--- src/rtl/alu_operand_pipe.sv ---
// Purpose : selects the ALU source/destination operand pair and registers it behind a valid/ready stage.
// Latency : 1 cycle from accept to output when the main register is empty or being popped.
// Backpr. : 2-entry skid (main + skid register); in_ready is a flop and drops only when both are full.
//
// Ports:
//   clk, rst_n         rising-edge clock, asynchronous active-low reset
//   flush              synchronous discard of all buffered entries (beats acc/pop)
//   in_valid/in_ready  request handshake; alu_in_sel selects the pair from data/pc/offset/sr/dr
//   out_valid/out_ready result handshake; alu_sr/alu_dr/out_sel hold the selected pair and its code
module alu_operand_pipe #(
  parameter int WIDTH    = 16,
  parameter int OFF_W    = 8,
  parameter bit OFF_SEXT = 1'b1
) (
  input  logic             clk,
  input  logic             rst_n,
  input  logic             flush,
  input  logic             in_valid,
  output logic             in_ready,
  input  logic [2:0]       alu_in_sel,
  input  logic [WIDTH-1:0] data,
  input  logic [WIDTH-1:0] pc,
  input  logic [OFF_W-1:0] offset,
  input  logic [WIDTH-1:0] sr,
  input  logic [WIDTH-1:0] dr,
  output logic             out_valid,
  input  logic             out_ready,
  output logic [WIDTH-1:0] alu_sr,
  output logic [WIDTH-1:0] alu_dr,
  output logic [2:0]       out_sel
);

  typedef enum logic [1:0] {EMPTY, ONE, FULL} state_t;

  state_t           state, state_n;
  logic             acc, pop;
  logic             load_m_in, load_m_s, load_s;
  logic [WIDTH-1:0] x_ext;
  logic [WIDTH-1:0] sel_sr, sel_dr;
  logic [WIDTH-1:0] s_sr, s_dr;
  logic [2:0]       s_sel;
  logic             in_ready_q, out_valid_q;

  // Offset extension; the full-width case needs no replication at all.
  generate
    if (OFF_W == WIDTH) begin : g_ext_none
      assign x_ext = offset;
    end else begin : g_ext
      logic fill;
      assign fill  = OFF_SEXT ? offset[OFF_W-1] : 1'b0;
      assign x_ext = {{(WIDTH-OFF_W){fill}}, offset};
    end
  endgenerate

  // Selection happens on the input cycle so stored entries never see later input changes.
  always_comb begin
    sel_sr = '0;
    sel_dr = '0;
    case (alu_in_sel)
      3'b000: begin sel_sr = sr;    sel_dr = dr;   end
      3'b001: begin sel_sr = sr;                   end
      3'b010: begin                 sel_dr = dr;   end
      3'b011: begin sel_sr = x_ext; sel_dr = pc;   end
      3'b100: begin                 sel_dr = pc;   end
      3'b101: begin                 sel_dr = data; end
      3'b110: begin sel_sr = x_ext; sel_dr = dr;   end
      default: ;
    endcase
  end

  assign in_ready  = in_ready_q;
  assign out_valid = out_valid_q;
  assign acc       = in_valid & in_ready_q;
  assign pop       = out_valid_q & out_ready;

  always_comb begin
    state_n   = state;
    load_m_in = 1'b0;
    load_m_s  = 1'b0;
    load_s    = 1'b0;
    if (flush) begin
      state_n = EMPTY;
    end else begin
      case (state)
        EMPTY: if (acc) begin
          state_n   = ONE;
          load_m_in = 1'b1;
        end
        ONE: begin
          if (acc && !pop) begin
            state_n = FULL;
            load_s  = 1'b1;
          end else if (acc && pop) begin
            load_m_in = 1'b1;
          end else if (pop) begin
            state_n = EMPTY;
          end
        end
        FULL: if (pop) begin
          // in_ready is low here, so no new request can arrive alongside the pop.
          state_n  = ONE;
          load_m_s = 1'b1;
        end
        default: state_n = EMPTY;
      endcase
    end
  end

  always_ff @(posedge clk or negedge rst_n) begin
    if (!rst_n) begin
      state       <= EMPTY;
      in_ready_q  <= 1'b1;
      out_valid_q <= 1'b0;
      alu_sr      <= '0;
      alu_dr      <= '0;
      out_sel     <= 3'b000;
      s_sr        <= '0;
      s_dr        <= '0;
      s_sel       <= 3'b000;
    end else begin
      state       <= state_n;
      // Handshake flags are registered copies of the next-state decode.
      in_ready_q  <= (state_n != FULL);
      out_valid_q <= (state_n != EMPTY);
      if (load_m_in) begin
        alu_sr  <= sel_sr;
        alu_dr  <= sel_dr;
        out_sel <= alu_in_sel;
      end else if (load_m_s) begin
        alu_sr  <= s_sr;
        alu_dr  <= s_dr;
        out_sel <= s_sel;
      end
      if (load_s) begin
        s_sr  <= sel_sr;
        s_dr  <= sel_dr;
        s_sel <= alu_in_sel;
      end
    end
  end

endmodule
--- config.mk ---
export PLATFORM = sky130hd
export DESIGN_NAME = alu_operand_pipe
export DESIGN_NICKNAME = d
export VERILOG_FILES = /design/src/rtl/alu_operand_pipe.sv
export SDC_FILE = /design/constraint.sdc
export NUM_CORES = 1
export LEC_CHECK = 0
export ABC_AREA = 1
export BUFFER_PORTS_ARGS = -buffer_cell sky130_fd_sc_hd__buf_2
export CORE_MARGIN = 3
export CORE_UTILIZATION = 44
export DETAILED_ROUTE_END_ITERATION = 16
export HOLD_SLACK_MARGIN = 0.15
export PLACE_DENSITY = 0.83
export SYNTH_ARGS = -nofsm -noshare
export SYNTH_HDL_FRONTEND = slang
export SYNTH_SLANG_ARGS = --single-unit
--- constraint.sdc ---
create_clock -name clk -period 1.2 [get_ports clk]
set_input_delay 0 -clock clk [delete_from_list [all_inputs] [get_ports clk]]
set_output_delay 0 -clock clk [all_outputs]
set_load 0.05 [all_outputs]
== Yosys cells after proc, flatten, opt, wreduce, memory -nomap -nowiden ==
Index checks and enable logic that the tools add are counted.

* Register bits: 74
* Bits of input ports: 80
* Word-level logic and storage cells: 57

* Eq/ne operators: 9
* Muxes and demuxes: 26
* Bitwise operators: 2
* Reduce and logical (&&, ||, !) cells: 11

{| class="wikitable"
|+ Operator list
! kind !! number
|-
| $mux 16 || 4
|-
| $pmux 16 s3 || 1
|-
| $pmux 16 s2 || 1
|-
| $mux 2 || 6
|-
| $mux 1 || 10
|-
| $eq 3x3->1 const B || 3
|-
| $eq 3x2->1 const B || 2
|-
| $mux 3 || 2
|-
| $pmux 2 s3 || 1
|-
| $reduce_or 2->1 || 3
|-
| $reduce_bool 2->1 || 2
|-
| $eq 3x1->1 const B || 1
|-
| $logic_not 3->1 || 1
|-
| $reduce_or 3->1 || 1
|-
| $and 1x1->1 || 2
|-
| $eq 2x1->1 const B || 1
|-
| $eq 2x2->1 const B || 1
|-
| $logic_and 1x1->1 || 2
|-
| $logic_not 2->1 || 1
|-
| $ne 2x2->1 const B || 1
|-
| $pmux 1 s2 || 1
|-
| $logic_not 1->1 || 1
|}

== Longest topological paths before layout ==
Gate-level depths: netlist of run 1.

* Word-level depth: 7
* Gate-level depth with buffers: 10
* Depth with buffers taken out: 9

== Worst setup path after synthesis of run 1 ==
Ideal clock, no wire load.

* Path kind: reg-to-reg
* Start: register in_ready_q, in the netlist in_ready
* End: register s_dr[10]
* Setup time: 117 ps
* Data arrival time: 1,459 ps
* Required time: 1,083 ps
* Setup slack: -376 ps
* Cell stages (with the launch flop): 10
* Path buffers: 2
* Cells stage by stage: dfstp_2 nand2_1 inv_1 nand2_1 nor2_4 inv_2 buf_6 buf_6 nand2_1 nand2_1

* Cells in the longest elaborated chain, start to end: 5

{| class="wikitable"
|+ Ends and longest elaborated chain
! item !! line !! source
|-
| start: declaration || 42 || <nowiki>logic in_ready_q, out_valid_q;</nowiki>
|-
| start signal: assignment || 123 || <nowiki>in_ready_q <= (state_n != FULL);</nowiki>
|-
| $and 1x1->1 || 73 || <nowiki>assign acc = in_valid & in_ready_q;</nowiki>
|-
| $logic_and 1x1->1 || 90 || <nowiki>if (acc && !pop) begin</nowiki>
|-
| $mux 1 || 90 ||
|-
| $mux 1 || 84 || <nowiki>case (state)</nowiki>
|-
| $mux 1 || 81 || <nowiki>if (flush) begin</nowiki>
|-
| end signal: assignment || 136 || <nowiki>s_dr <= sel_dr;</nowiki>
|-
| end: declaration || 40 || <nowiki>logic [WIDTH-1:0] s_sr, s_dr;</nowiki>
|}

Every way passes these cells.
A chain may end at the register's enable or synchronous reset.

== Worst setup path in the final report of run 1 ==
* Start: register in_ready_q, in the netlist in_ready
* End: register s_dr[12]

Same word-level chain as after synthesis.

==> results of run 1 <==
==> flip-flops by register name, indices dropped and copies added (netlist names) <==
signal	cells
alu_dr	16
alu_sr	16
in_ready	1
out_sel	3
out_valid	1
s_dr	16
s_sel	3
s_sr	16
state	2
==> cells in the mapped netlist <==
| master | instances | area share [%] |
|---|---|---|
| dfstp_2 | 1 | 0.65 |
| nand2_1 | 266 | 25 |
| nand2_4 | 2 | 0.56 |
| nor2_1 | 2 | 0.19 |
| dfrtp_1 | 73 | 45 |
| inv_4 | 1 | 0.15 |
| inv_1 | 36 | 3.3 |
| nand4_1 | 23 | 3.6 |
| nand2_2 | 5 | 0.77 |
| o21ai_2 | 1 | 0.22 |
| buf_4 | 9 | 1.7 |
| clkbuf_1 | 2 | 0.19 |
| nand3_1 | 76 | 9.4 |
| buf_6 | 5 | 1.4 |
| a21oi_1 | 2 | 0.25 |
| nand3_2 | 11 | 2.7 |
| nor2_4 | 3 | 0.84 |
| buf_8 | 1 | 0.37 |
| o21ai_0 | 3 | 0.37 |
| nand4_4 | 1 | 0.53 |
| buf_2 | 14 | 1.7 |
| inv_2 | 6 | 0.56 |
| o211ai_1 | 3 | 0.56 |
==> metrics by stage <==
| step | hold slack [ps] | std cells | area (um2) | power [W] | TNS, ps |
|---|---|---|---|---|---|
| finish | 117 | 852 | 5910 | 0.00942 | -11420 |
| global route | 161 | 852 | 5910 | 0.00983 | -15860 |
| CTS | 122 | 847 | 5680 | 0.00890 | -7060 |
| detailed placement | -53.4 | 762 | 4790 | 0.00699 | -6640 |
| global placement | -56.3 | 762 | 4790 | 0.00686 | -4700 |
| floorplan | -296 | 546 | 4100 | 0.00603 | -20060 |
==> power groups by stage <==
stage / Combinational [W] / Clock (W) / Sequential (W)
finish: 0.00379 / 0.00176 / 0.00386
detailed placement: 0.00320 / 0 / 0.00379
CTS: 0.00342 / 0.00171 / 0.00377
global placement: 0.00310 / 0 / 0.00376
floorplan: 0.00118 / 0 / 0.00485
global route: 0.00406 / 0.00187 / 0.00391
==> what timing repair did <==
action | in CTS | in global routing
cloned | 1 | 3
setup buffers | 1 | 2
endpoints found under the setup margin | 75 | 75
hold buffers | 67 | 0
resized for setup | 15 | 42
endpoints found under the hold margin | 145 | 0
pin swaps | 3 | 2
==> layout make-up <==
class                   instances  area [um2]  share of cell area [%]
clock buffers                  11         131                    2.22
clock inverters                 5        40.0                   0.678
inverters                      43         184                    3.11
multi-input cells             398        1920                    32.6
flip-flops and latches         74        1850                    31.4
well taps                     108         135                    2.29
repair buffers                212        1630                    27.6
repair inverters                1        8.76                   0.148
==> how the worst max path moves through the flow <==
stage	startpoint	endpoint	slack, ps	cells after the start
finish	in_ready	s_dr[12]	-260	8
global route	in_ready	s_dr[12]	-320	8
CTS	in_ready	alu_dr[2]	-130	8
detailed placement	in_ready	alu_dr[2]	-140	8
global placement	in_ready	out_valid	-90	7
floorplan	in_ready	s_dr[10]	-350	9
==> routing by layer <==
metal	global-route usage, %	part of all wire, %	vias up
li1	-	-	2121
met1	34.8	36	2272
met2	46.9	47	406
met3	6.28	10	117
met4	14.6	6.5	0
met5	0	0	-
==> worst register-to-register path: stages (launching register included) <==
cell and delay [ps]:
dfstp_2 550, nand2_2 60, inv_2 80, nand2_2 70
nor2_4 180, inv_4 80, buf_12 150, nand2_1 90
nand2_1 90
==> logic make-up (layout without fill, tap and decap cells) <==
group                  after synthesis  after routing  synth area share [%]
buffers and inverters               74            272                  9.42
flip-flops                          74             74                  45.9
AND/OR/NAND/NOR                    389            389                  43.3
AO/OA/AOI/OAI                        9              9                  1.39
==> cell usage in the layout, fill, tap and decap left out, types with 6 or more instances in the layout <==
cell / count
inv_1: 34
nand3_1: 69
clkbuf_8: 9
nand2_1: 247
buf_12: 6
dlygate4sd3_1: 67
buf_4: 13
nand3_2: 17
dfrtp_1: 72
nand2_2: 22
buf_6: 8
nand4_1: 23
buf_2: 114
==> results.ini, run 1 <==
[worst_hold_path]
hp-class=input pin to async pin

[floorplan]
core_um2=8810
ios=117
start_util_pct=45.9
dieHeight_um=102
fp-row-count=34
die_area_um2=10400
die_w_um=102

[critical_path]
cp_num_buf_inv=3
start_kind=flop
r2r_cells=8
worstSetupPathType=flop to flop
worst_r2r_startpoint=in_ready
worstPathArrival_ps=1700
cpLargestDelayFamily=flip-flops
timing.critical_path.cells=nand2_2, inv_2, nand2_2, nor2_4, inv_4, buf_12, nand2_1, nand2_1
required_ps=1440
max_stage_delay_ps=550
crit_fanout=13
r2r_end=s_dr[12]
cp-end-kind=flop
reg2reg_setup_slack_ps=-260
cpMaxStageDelayCell=dfstp_2

[sta]
rsz0062_at_grt=yes
setup_slack_ps=-259
finalMaxSlewViolations=0
setup_viol=74
min_period_over_period_pct=122
worst_pin_slew_ps=397
timing.fmax_mhz=686
hold_viol_final=0
clock_skew_ps=10.4
finalCriticalPeriod_ps=1460
relSlewSlack_pct=73.5

[cells_and_area]
num-nets-final=819
num_antenna_cells=0
layout-drive-gt1-share_pct=30.1
area_growth_pct=46.2
fill_cells=586
fin_util_pct=67.1

[power]
clockPowerShare_pct=18.7
comb_power_share_pct=40.3
p_switching_w=0.00416
ir_drop_v=0.000760
p_sw_share_pct=44.2
pwr-share-seq_pct=41.0
p_per_area_nw_per_um2=1590
internal_power_w=0.00526
leakagePower_nw=3.26

[grt]
grt_pass1_wl_mm=22.9
grt_usage_pct=28.3
grt_pass1_vias=4789
antenna_found_initial=0
grt_max_degree=37
grt_overflow_total=0

[drt]
wire_per_inst_um=18.1
vias=4916
wirelength_mm=15.4
first_pass_iters=6
antenna_left=0
drt_iter0_markers=616
drc_errors=0
via_per_inst=5.77

[run]
maxCapViolations=0

[cts]
path_clk_slew_ps=80
clk_latency_ps=350
cts.sinks=74
cts_tree=done
cts-root-buf=clkbuf_8
cts.path.max_buffers=2
htreeDepth=3
numCtsBuffers=9

[run_status]
run_status=finished, violations left
violations=setup timing

[synth]
ys_seq_area_share_pct=45.9
netlist_instances=546
ys_warn_count=0
avgSynthCellArea_um2=7.40
ys_ff_latch=74
synth_nets=626
ys_types=23
syn_area_um2=4040

[placed_design]
pre_cts_ws_ps=-140
place.gp.congestion=0.844
dp_hpwl_mm=8.12
io_buffers=116

Power figures use the tool's default switching activity.
==> run 2, diff against run 1 <==
--- a/config.mk
+++ b/config.mk
@@ -12,6 +12,7 @@
 export DETAILED_ROUTE_END_ITERATION = 16
 export HOLD_SLACK_MARGIN = 0.15
 export PLACE_DENSITY = 0.83
+export RECOVER_POWER = 100
 export SYNTH_ARGS = -nofsm -noshare
 export SYNTH_HDL_FRONTEND = slang
 export SYNTH_SLANG_ARGS = --single-unit
==> run 2 against run 1 <==
The flow still finishes with violations (setup timing). Global-route usage did not move. Cell area is 0.23% lower. Utilization decreased by 0.16 points. First-iteration DRC count increased by 0.97%. Clock-buffer cell count is the same. Via count up 0.55%. Routed wire length up 0.27%.
==> results.ini, run 2 (synthesis gave the netlist of run 1 again) <==
[run_status]
run_status=finished, violations left
violations=setup timing

[critical_path]
worstSetupPathType=flop to flop
crit_fanout=13
worstPathArrival_ps=1690
required_ps=1440
cpLargestDelayFamily=flip-flops
cpMaxStageDelayCell=dfstp_2
max_stage_delay_ps=550
start_kind=flop
timing.critical_path.cells=nand2_2, inv_2, nand2_2, nor2_4, inv_4, buf_12, nand2_1, nand2_1
cp-end-kind=flop
cp_num_buf_inv=3

[sta]
hold_viol_final=0
rsz0062_at_grt=yes
finalMaxSlewViolations=0
clock_skew_ps=8.70
finalCriticalPeriod_ps=1460
relSlewSlack_pct=49.9
setup_viol=74
timing.fmax_mhz=687
fin_tns_setup_ps=-11680
setup_slack_ps=-256
whs_ps=140
min_period_over_period_pct=121
worst_pin_slew_ps=751

[cells_and_area]
final_common_cell=nand2_1
fin_util_pct=66.9
layout-drive-gt1-share_pct=30.1
fill_cells=588
num-nets-final=819
area_growth_pct=45.9
final_cell_mix=247 x nand2_1, 78 x buf_2, 72 x dfrtp_1

[cts]
cts-root-buf=clkbuf_8
numCtsBuffers=9
path_clk_slew_ps=80
cts.path.max_buffers=2
htreeDepth=3
clk_latency_ps=360
cts.sinks=74
cts_tree=done

[floorplan]
die_w_um=102
dieHeight_um=102
die_area_um2=10400
core_um2=8810
start_util_pct=45.9
fp-row-count=34
ios=117

[worst_hold_path]
hp-class=input pin to flop

[power]
p_per_area_nw_per_um2=1600
ir_drop_v=0.000760
p_total_w=0.00940
leakagePower_nw=3.25

[drt]
drc_errors=0
first_pass_iters=7
via_per_inst=5.79
wirelength_mm=15.5
vias=4943
wire_per_inst_um=18.2
drt_iter0_markers=622
antenna_left=0

[grt]
grt_pass1_wl_mm=22.9
grt_usage_pct=28.3
grt_pass1_vias=4789
antenna_found_initial=0
grt_overflow_total=0
grt_max_degree=37

[placed_design]
pre_cts_ws_ps=-140
io_buffers=116
place.gp.congestion=0.844
dp_hpwl_mm=8.12

[run]
maxCapViolations=0

## run 2: metrics by stage
| step | instances | cell area [um2] |
|---|---|---|
| after floorplan | 546 | 4100 |
| final | 853 | 5890 |
| after CTS | 847 | 5680 |
| after detailed placement | 762 | 4790 |
| after global placement | 762 | 4790 |
| after global routing | 852 | 5890 |
## run 2: path summary, 6_finish.rpt
kind                       cells after the start     start  slack, ps         to
max                                            8  in_ready       -260   s_dr[12]
min                                            5  in_valid        140   state[0]
max reg2reg                                    8  in_ready       -260   s_dr[12]
min reg2reg                                    2   s_dr[2]        480    s_dr[2]
max in group asynchronous                      3     rst_n        190   s_dr[10]
min in group asynchronous                      2     rst_n        250  alu_dr[6]
## run 2: what timing repair did
| item | CTS | global route |
|---|---|---|
| endpoints found under the hold margin | 145 | 0 |
| buffers inserted | 1 | 2 |
| cloned | 1 | 3 |
| endpoints found under the setup margin | 75 | 75 |
| pin swaps | 3 | 2 |
| gates resized for setup | 15 | 42 |
| hold buffers | 67 | 0 |
## run 2: metal layers
metal,part of all wire [%],track usage (%),wire [um]
met2,47,46.9,7330
met1,35,34.8,5460
met3,10,6.28,1610
met4,7.0,14.6,1090
met5,0,0,0
## run 2: final cells by class
class / count / area (um2) / area share (%)
clock buffer: 11 / 131 / 2.23
inverter: 43 / 184 / 3.12
tap: 108 / 135 / 2.29
timing repair buffer: 212 / 1610 / 27.4
antenna: 1 / 2.50 / 0.0425
timing repair inverter: 1 / 8.76 / 0.149
sequential: 74 / 1850 / 31.5
clock inverter: 5 / 40.0 / 0.680
multi-input combinational: 398 / 1920 / 32.6
## run 2: tightest hold or removal path: stages
cell	delay (ps)
buf_2	100
nand2_2	50
buf_4	130
nand3_1	100
nand2_1	70
## run 2: power by group
group	leakage, nW	switching (W)	total (W)	internal, W
clock	0.0762	0.000997	0.00176	0.000763
sequential	0.954	0.000573	0.00387	0.00330
combinational	2.22	0.00259	0.00377	0.00118
